[src/rtl/sump_cmd_decoder.sv]
// Assembles SUMP short (1-byte) and long (opcode + 4 LE argument bytes) commands into {config_data, opcode}.
// execute is registered, one cycle after the final byte; every rx_valid is accepted, with no backpressure.
module sump_cmd_decoder #(
    parameter int TIMEOUT = 50_000,
    parameter int CNTW    = 16
) (
    input  logic        clk,
    input  logic        rst,
    input  logic [7:0]  rx_data,
    input  logic        rx_valid,
    output logic [39:0] cmd,
    output logic        execute,
    output logic        in_cmd,
    output logic        timeout_err
);

    typedef enum logic {IDLE = 1'b0, ARG = 1'b1} state_t;

    localparam logic [CNTW-1:0] CNT_LAST = CNTW'(TIMEOUT - 1);
    localparam logic [CNTW-1:0] CNT_ONE  = CNTW'(1);

    state_t            state_q, state_d;
    logic [39:0]       cmd_q, cmd_d;
    logic              execute_q, execute_d;
    logic              in_cmd_q, in_cmd_d;
    logic              timeout_err_q, timeout_err_d;
    logic [31:0]       shadow_q, shadow_d;
    logic [1:0]        idx_q, idx_d;
    logic [CNTW-1:0]   cnt_q, cnt_d;

    always_comb begin
        state_d       = state_q;
        cmd_d         = cmd_q;
        execute_d     = 1'b0;
        in_cmd_d      = in_cmd_q;
        timeout_err_d = 1'b0;
        shadow_d      = shadow_q;
        idx_d         = idx_q;
        cnt_d         = cnt_q;

        case (state_q)
            IDLE: begin
                if (rx_valid) begin
                    if (!rx_data[7]) begin
                        cmd_d     = {32'h0, rx_data};
                        execute_d = 1'b1;
                    end else begin
                        shadow_d = {24'h0, rx_data};
                        idx_d    = 2'd0;
                        cnt_d    = '0;
                        state_d  = ARG;
                        in_cmd_d = 1'b1;
                    end
                end
            end
            ARG: begin
                // A byte on the expiry cycle wins over the timeout.
                if (rx_valid) begin
                    cnt_d = '0;
                    idx_d = idx_q + 2'd1;
                    case (idx_q)
                        2'd0:    shadow_d[15:8]  = rx_data;
                        2'd1:    shadow_d[23:16] = rx_data;
                        2'd2:    shadow_d[31:24] = rx_data;
                        default: begin
                            // The last argument byte goes straight into cmd, so the shadow only needs 32 bits.
                            cmd_d     = {rx_data, shadow_q};
                            execute_d = 1'b1;
                            state_d   = IDLE;
                            in_cmd_d  = 1'b0;
                        end
                    endcase
                end else if (cnt_q == CNT_LAST) begin
                    state_d       = IDLE;
                    in_cmd_d      = 1'b0;
                    timeout_err_d = 1'b1;
                    shadow_d      = '0;
                    idx_d         = 2'd0;
                    cnt_d         = '0;
                end else begin
                    cnt_d = cnt_q + CNT_ONE;
                end
            end
            default: state_d = IDLE;
        endcase
    end

    always_ff @(posedge clk or negedge rst) begin
        if (!rst) begin
            state_q       <= IDLE;
            cmd_q         <= '0;
            execute_q     <= 1'b0;
            in_cmd_q      <= 1'b0;
            timeout_err_q <= 1'b0;
            shadow_q      <= '0;
            idx_q         <= 2'd0;
            cnt_q         <= '0;
        end else begin
            state_q       <= state_d;
            cmd_q         <= cmd_d;
            execute_q     <= execute_d;
            in_cmd_q      <= in_cmd_d;
            timeout_err_q <= timeout_err_d;
            shadow_q      <= shadow_d;
            idx_q         <= idx_d;
            cnt_q         <= cnt_d;
        end
    end

    assign cmd         = cmd_q;
    assign execute     = execute_q;
    assign in_cmd      = in_cmd_q;
    assign timeout_err = timeout_err_q;

endmodule

[config.mk]
export PLATFORM = sky130hd
export DESIGN_NAME = sump_cmd_decoder
export DESIGN_NICKNAME = d
export VERILOG_FILES = /design/src/rtl/sump_cmd_decoder.sv
export SDC_FILE = /design/constraint.sdc
export NUM_CORES = 1
export LEC_CHECK = 0
export ABC_AREA = 1
export BUFFER_PORTS_ARGS = -buffer_cell sky130_fd_sc_hd__buf_2
export CAP_MARGIN = 20
export CORE_UTILIZATION = 30
export CTS_BUF_LIST = sky130_fd_sc_hd__clkbuf_8
export CTS_CLUSTER_SIZE = 20
export DETAILED_ROUTE_END_ITERATION = 10
export SETUP_SLACK_MARGIN = 0.02
export SYNTH_ARGS = -nofsm -noshare
export SYNTH_HDL_FRONTEND = slang
export SYNTH_SLANG_ARGS = --single-unit
[constraint.sdc]
create_clock -name clk -period 2.1 [get_ports clk]
set_input_delay 0.21 -clock clk [delete_from_list [all_inputs] [get_ports clk]]
set_output_delay 0.21 -clock clk [all_outputs]
set_load 0.02 [all_outputs]
Word-level counts from Yosys, hierarchy flattened --
Cells that the tools add are included.
Operators by class: reduce and logical (&&, ||, !) cells 10, add/sub/neg operators 2, mux-type cells 44, equal/unequal tests 15, bitwise gates (word level) 1
Operators by type and width (number):
- 40-bit two-way mux | 4
- 32-bit two-way mux | 3
- 40-bit one-hot mux with 2 select lines | 1
- 16-bit two-way mux | 4
- 32-bit one-hot mux with 2 select lines | 1
- 8-bit two-way mux | 4
- 16-bit one-hot mux with 2 select lines | 1
- 24-bit two-way mux | 1
- 4-bit AND reduction | 6
- 1-bit two-way mux | 17
- 16-bit by 1-bit adder with 16-bit output (second input constant) | 1
- 16-bit equality test (second input constant) | 1
- 2-bit != test (second input constant) | 6
- 3-bit by 2-bit != test with 1-bit output (second input constant) | 4
- 2-bit two-way mux | 4
- 1-bit one-hot mux with 2 select lines | 3
- 2-bit one-hot mux with 2 select lines | 1
- 3-bit != test (second input constant) | 1
- 3-bit AND reduction | 1
- 3-bit OR reduction | 1
- 2-bit by 1-bit adder with 2-bit output (second input constant) | 1
- 2-bit by 1-bit equality test with 1-bit output (second input constant) | 1
- 2-bit equality test (second input constant) | 1
- 2-bit zero test | 1
- other kinds (3) | 3
Word-level totals: register bits after elaboration 94, input port bits 11, output and inout port bits 43

Depth between registers and ports, before layout --
depth after elaboration 5, depth in mapped cells 11, mapped depth without buffers 10

Least setup slack after synthesis --
Ideal clock, no wire load.
path kind register -> register, start point reg idx_q[0], end point reg cmd_q[7] (netlist: cmd[7]), required time 2005 ps, arrival time 1396 ps, setup time 95 ps, buffers on the path 2, cell stages (with the launch flop) 7, path slack 608 ps, cells stage by stage dfrtp_1 > ha_1 > buf_2 > o21ai_2 > clkbuf_1 > o21ai_0 > o31ai_1
Between the ends: word-level cells in the longest chain between the ends 4, elaborated cells on any way between the ends 6, classes of those cells eq/ne: 3; reduce/logical: 3
RTL lines:
- start, declared | RTL line 28 | logic [1:0] idx_q, idx_d;
- start signal, assigned | RTL line 105 | idx_q <= idx_d;
- 2-bit equality test, or another cell as far along | RTL line 61 | case (idx_q)
- 3-bit OR reduction (no line) *
- 2-bit != test (no line) *
- 4-bit AND reduction (no line) *
- end signal, assigned | RTL line 100 | cmd_q <= cmd_d;
- end, declared | RTL line 23 | logic [39:0] cmd_q, cmd_d;
Mark *: on every way between the ends. The rest lies on a longest branch, timed or not. A chain may end at the register's enable or synchronous reset.

Worst setup path in the final report --
start point reg cnt_q[0], end point reg cnt_q[6]
Between the ends: word-level cells in the longest chain between the ends 4, elaborated cells on any way between the ends 5, classes of those cells add/sub: 1; eq/ne: 1; mux: 3
RTL lines:
- start, declared | RTL line 29 | logic [CNTW-1:0] cnt_q, cnt_d;
- start signal, assigned | RTL line 106 | cnt_q <= cnt_d;
- 16-bit by 1-bit adder with 16-bit output or 16-bit equality test (tied branches) | RTL line 81, 73
- 16-bit two-way mux * | RTL line 73 | end else if (cnt_q == CNT_LAST) begin
- 16-bit two-way mux * | RTL line 58 | if (rx_valid) begin
- 16-bit one-hot mux with 2 select lines * | RTL line 41 | case (state_q)
Marked as above.

==> impl_metrics.tcl <==
set metrics [dict create \
    antenna_found_initial 0 \
    grt_usage 0.151 \
    num_rows 44 \
    crit_required_ns 2.37 \
    dp_hpwl_microns 7400 \
    grt_pass1_wl_microns 17800 \
    cts.clk_slew.worst_paths_ns 0.10 \
    clock-root-buffer "clkbuf_8" \
    finalHoldViolations 0 \
    die_h_microns 124 \
    slowest_stage "dfrtp_1" \
    antenna_left 0 \
    rr_startpoint "cnt_q[0]" \
    setup_tns_ns 0 \
    fillers 1520 \
    nNetsFinal 583 \
    cts_resized 0 \
    vias_per_cell 4.81 \
    syn_inst 524 \
    crit_type "reg2reg" \
    postCtsSetupBuffers 0 \
    grt_pass1_vias 3547 \
    final.min_clock_period_ns 1.84 \
    cp.arrival_ns 2.11 \
    antenna_cells 0 \
    yosysUniqueCellTypes 35 \
    drtPass1Iterations 4 \
    placed_cells 739 \
    final_cell_mix "172 x nand2_1, 94 x dfrtp_1, 52 x buf_2, 44 x o21ai_0, 37 x nand4_1" \
    fin_cells 756 \
    synth.cell_area_sq_mm 0.00444 \
    relSlewSlack 0.576 \
    grt_overflow 0 \
    postSynthAreaPerCell_sq_um 8.47 \
    worst_path_largest_cell_delay_ns 0.40 \
    critPathCapture "cnt_q[6]" \
    cts_num_sinks 94 \
    synth_ff_type "dfrtp_1" \
    tightest_slew_ns 0.635 \
    setup_viol 0 \
    total_power_mw 5.50 \
    yosysSeqAreaShare 0.530 \
    cts_tree "built" \
    drc 0 \
    synth-seq-cells 94 \
    synth_edf_count 0 \
    fmaxAchievable_ghz 0.544 \
    async_flop_share 1.00 \
    cap_violations 0 \
    worstRegToRegCells 10 \
    cts_max_level 3 \
    cellPowerDensity_mw_per_mm2 1090 \
    cpMostUsedCell "nand2_1" \
    crit_start "cnt_q[0]" \
    hold_class "in2reg" \
    routedWlPerCell_microns 13.8 \
    cts_hold_buf 1 \
    finalCritPeriodShare 0.876 \
    wl_microns 10400 \
    cellLeakagePower_nw 2.69 \
    rr_endpoint "cnt_q[6]" \
    dieWidth_microns 124 \
    regArea_sq_mm 0.00235 \
    slew_violations 0 \
    drive_above_1_share 0.170 \
    r2r_slack_ns 0.26 \
    rsz0062_at_grt "false" \
    clk_path_buf_depth 2 \
    ys_warn_count 0 \
    core-area_sq_mm 0.0145 \
    peakVddDrop_v 0.000355 \
    crit_fanout 29 \
    syn_to_final_growth_pct 13.4 \
    cp_cell_sequence "ha_1 > nand2_1 > inv_2 > nand2_1 > nor2_2 > nand2_2 > nand2_4 > nand2_1 > inv_1 > nor2_1" \
    worst_skew_pair.late_latency_ns 0.38 \
    routed-via-count 3639 \
    final_common_cell "nand2_1" \
    end_kind "register" \
    io_buffers 53 \
    cts_made_buffers 9 \
    dieArea_sq_mm 0.0153 \
    initial_core_util 0.306 \
    syn_nets 540 \
    gp_congestion 0.892 \
    io_pins 54 \
    setup.worst_path.start_class "register" \
    status "completed" \
    grt_max_degree 51 \
    multi_input_area_sq_mm 0.00178 \
    drt-initial-drc-count 298 \
    clock_skew_ns 0.0166 \
]
-- how the worst min path moves through the flow --
stage                    start     endpoint  cells after the start  slack [ns]
global route        rx_data[5]       cmd[5]                      3        0.10
detailed placement         rst      cmd[29]                      1        0.27
CTS                 rx_data[5]       cmd[5]                      3        0.09
floorplan                  rst       cmd[0]                      0       -0.09
finish              rx_data[1]  shadow_q[1]                      3        0.11
global placement           rst      cmd[29]                      1        0.26
-- cells in the mapped netlist (2+ instances only) --
cell type / count / share of area
buf_8: 2 / 0.0068
nand3_1: 36 / 0.041
nand3_4: 3 / 0.012
or2_1: 3 / 0.0042
inv_2: 7 / 0.0059
nand4_1: 37 / 0.052
ha_1: 5 / 0.014
nand2_4: 2 / 0.0051
nor2_2: 2 / 0.0028
buf_1: 2 / 0.0017
nand2_1: 172 / 0.15
nand2_2: 4 / 0.0056
buf_2: 9 / 0.010
a31oi_1: 7 / 0.0099
nor2_1: 36 / 0.030
inv_1: 26 / 0.022
o21bai_1: 4 / 0.0068
o21ai_0: 44 / 0.050
clkbuf_1: 10 / 0.0085
dfrtp_1: 94 / 0.53
xor2_1: 3 / 0.0059
buf_4: 3 / 0.0051
-- cell type report --
type | count | share of cell area
flip-flops and latches | 94 | 0.468
multi-input cells | 368 | 0.354
repair buffers | 60 | 0.0667
well taps | 184 | 0.0458
inverters | 34 | 0.0259
clock buffers | 9 | 0.0246
clock inverters | 7 | 0.0157
-- report_power, final --
group / total (mW) / switching, mW / internal [mW] / leakage, nW
Sequential: 2.51 / 0.267 / 2.24 / 1.26
Combinational: 1.73 / 1.22 / 0.505 / 1.33
Clock: 1.26 / 0.690 / 0.567 / 0.104
-- state kept, by name (all words and copies together) (netlist names) --
| name | cells |
|---|---|
| state_q | 1 |
| execute | 1 |
| shadow_q | 32 |
| cmd | 40 |
| idx_q | 2 |
| cnt_q | 16 |
| timeout_err | 1 |
| in_cmd | 1 |
-- critical path, delay by kind of cell (launching register included) --
family                     cells  cell delay [ns]
DFF                            1             0.40
and+or+nand+nor                7             0.88
adders and majority gates      1             0.22
buffers and inverters          2             0.22
-- routing by layer --
metal | track usage | wire, microns | vias up
met2 | 0.249 | 5030 | 58
li1 | - | - | 1811
met5 | 0 | 0 | -
met1 | 0.194 | 4830 | 1756
met3 | 0.0288 | 381 | 14
met4 | 0.0625 | 189 | 0
-- logic make-up (layout without fill, tap and decap cells) --
family	after synthesis	in the layout	share of synthesized area
flops	94	94	0.530
buf+inv	62	110	0.0685
xor+xnor	3	3	0.00592
compound gates	59	59	0.0725
fa+ha+maj	5	5	0.0141
simple gates	301	301	0.309
-- per-stage QoR --
step | instance area [sq um] | utilization | hold slack, ns | setup WS, ns
final | 5030 | 0.347 | 0.112 | 0.261
after global routing | 5030 | 0.347 | 0.103 | 0.0524
after CTS | 5030 | 0.347 | 0.0913 | 0.254
after detailed placement | 4820 | 0.333 | 0.272 | 0.264
after global placement | 4820 | 0.333 | 0.264 | 0.317
after floorplan | 4440 | - | -0.0856 | 0.608
Power figures use the tool's default switching activity.
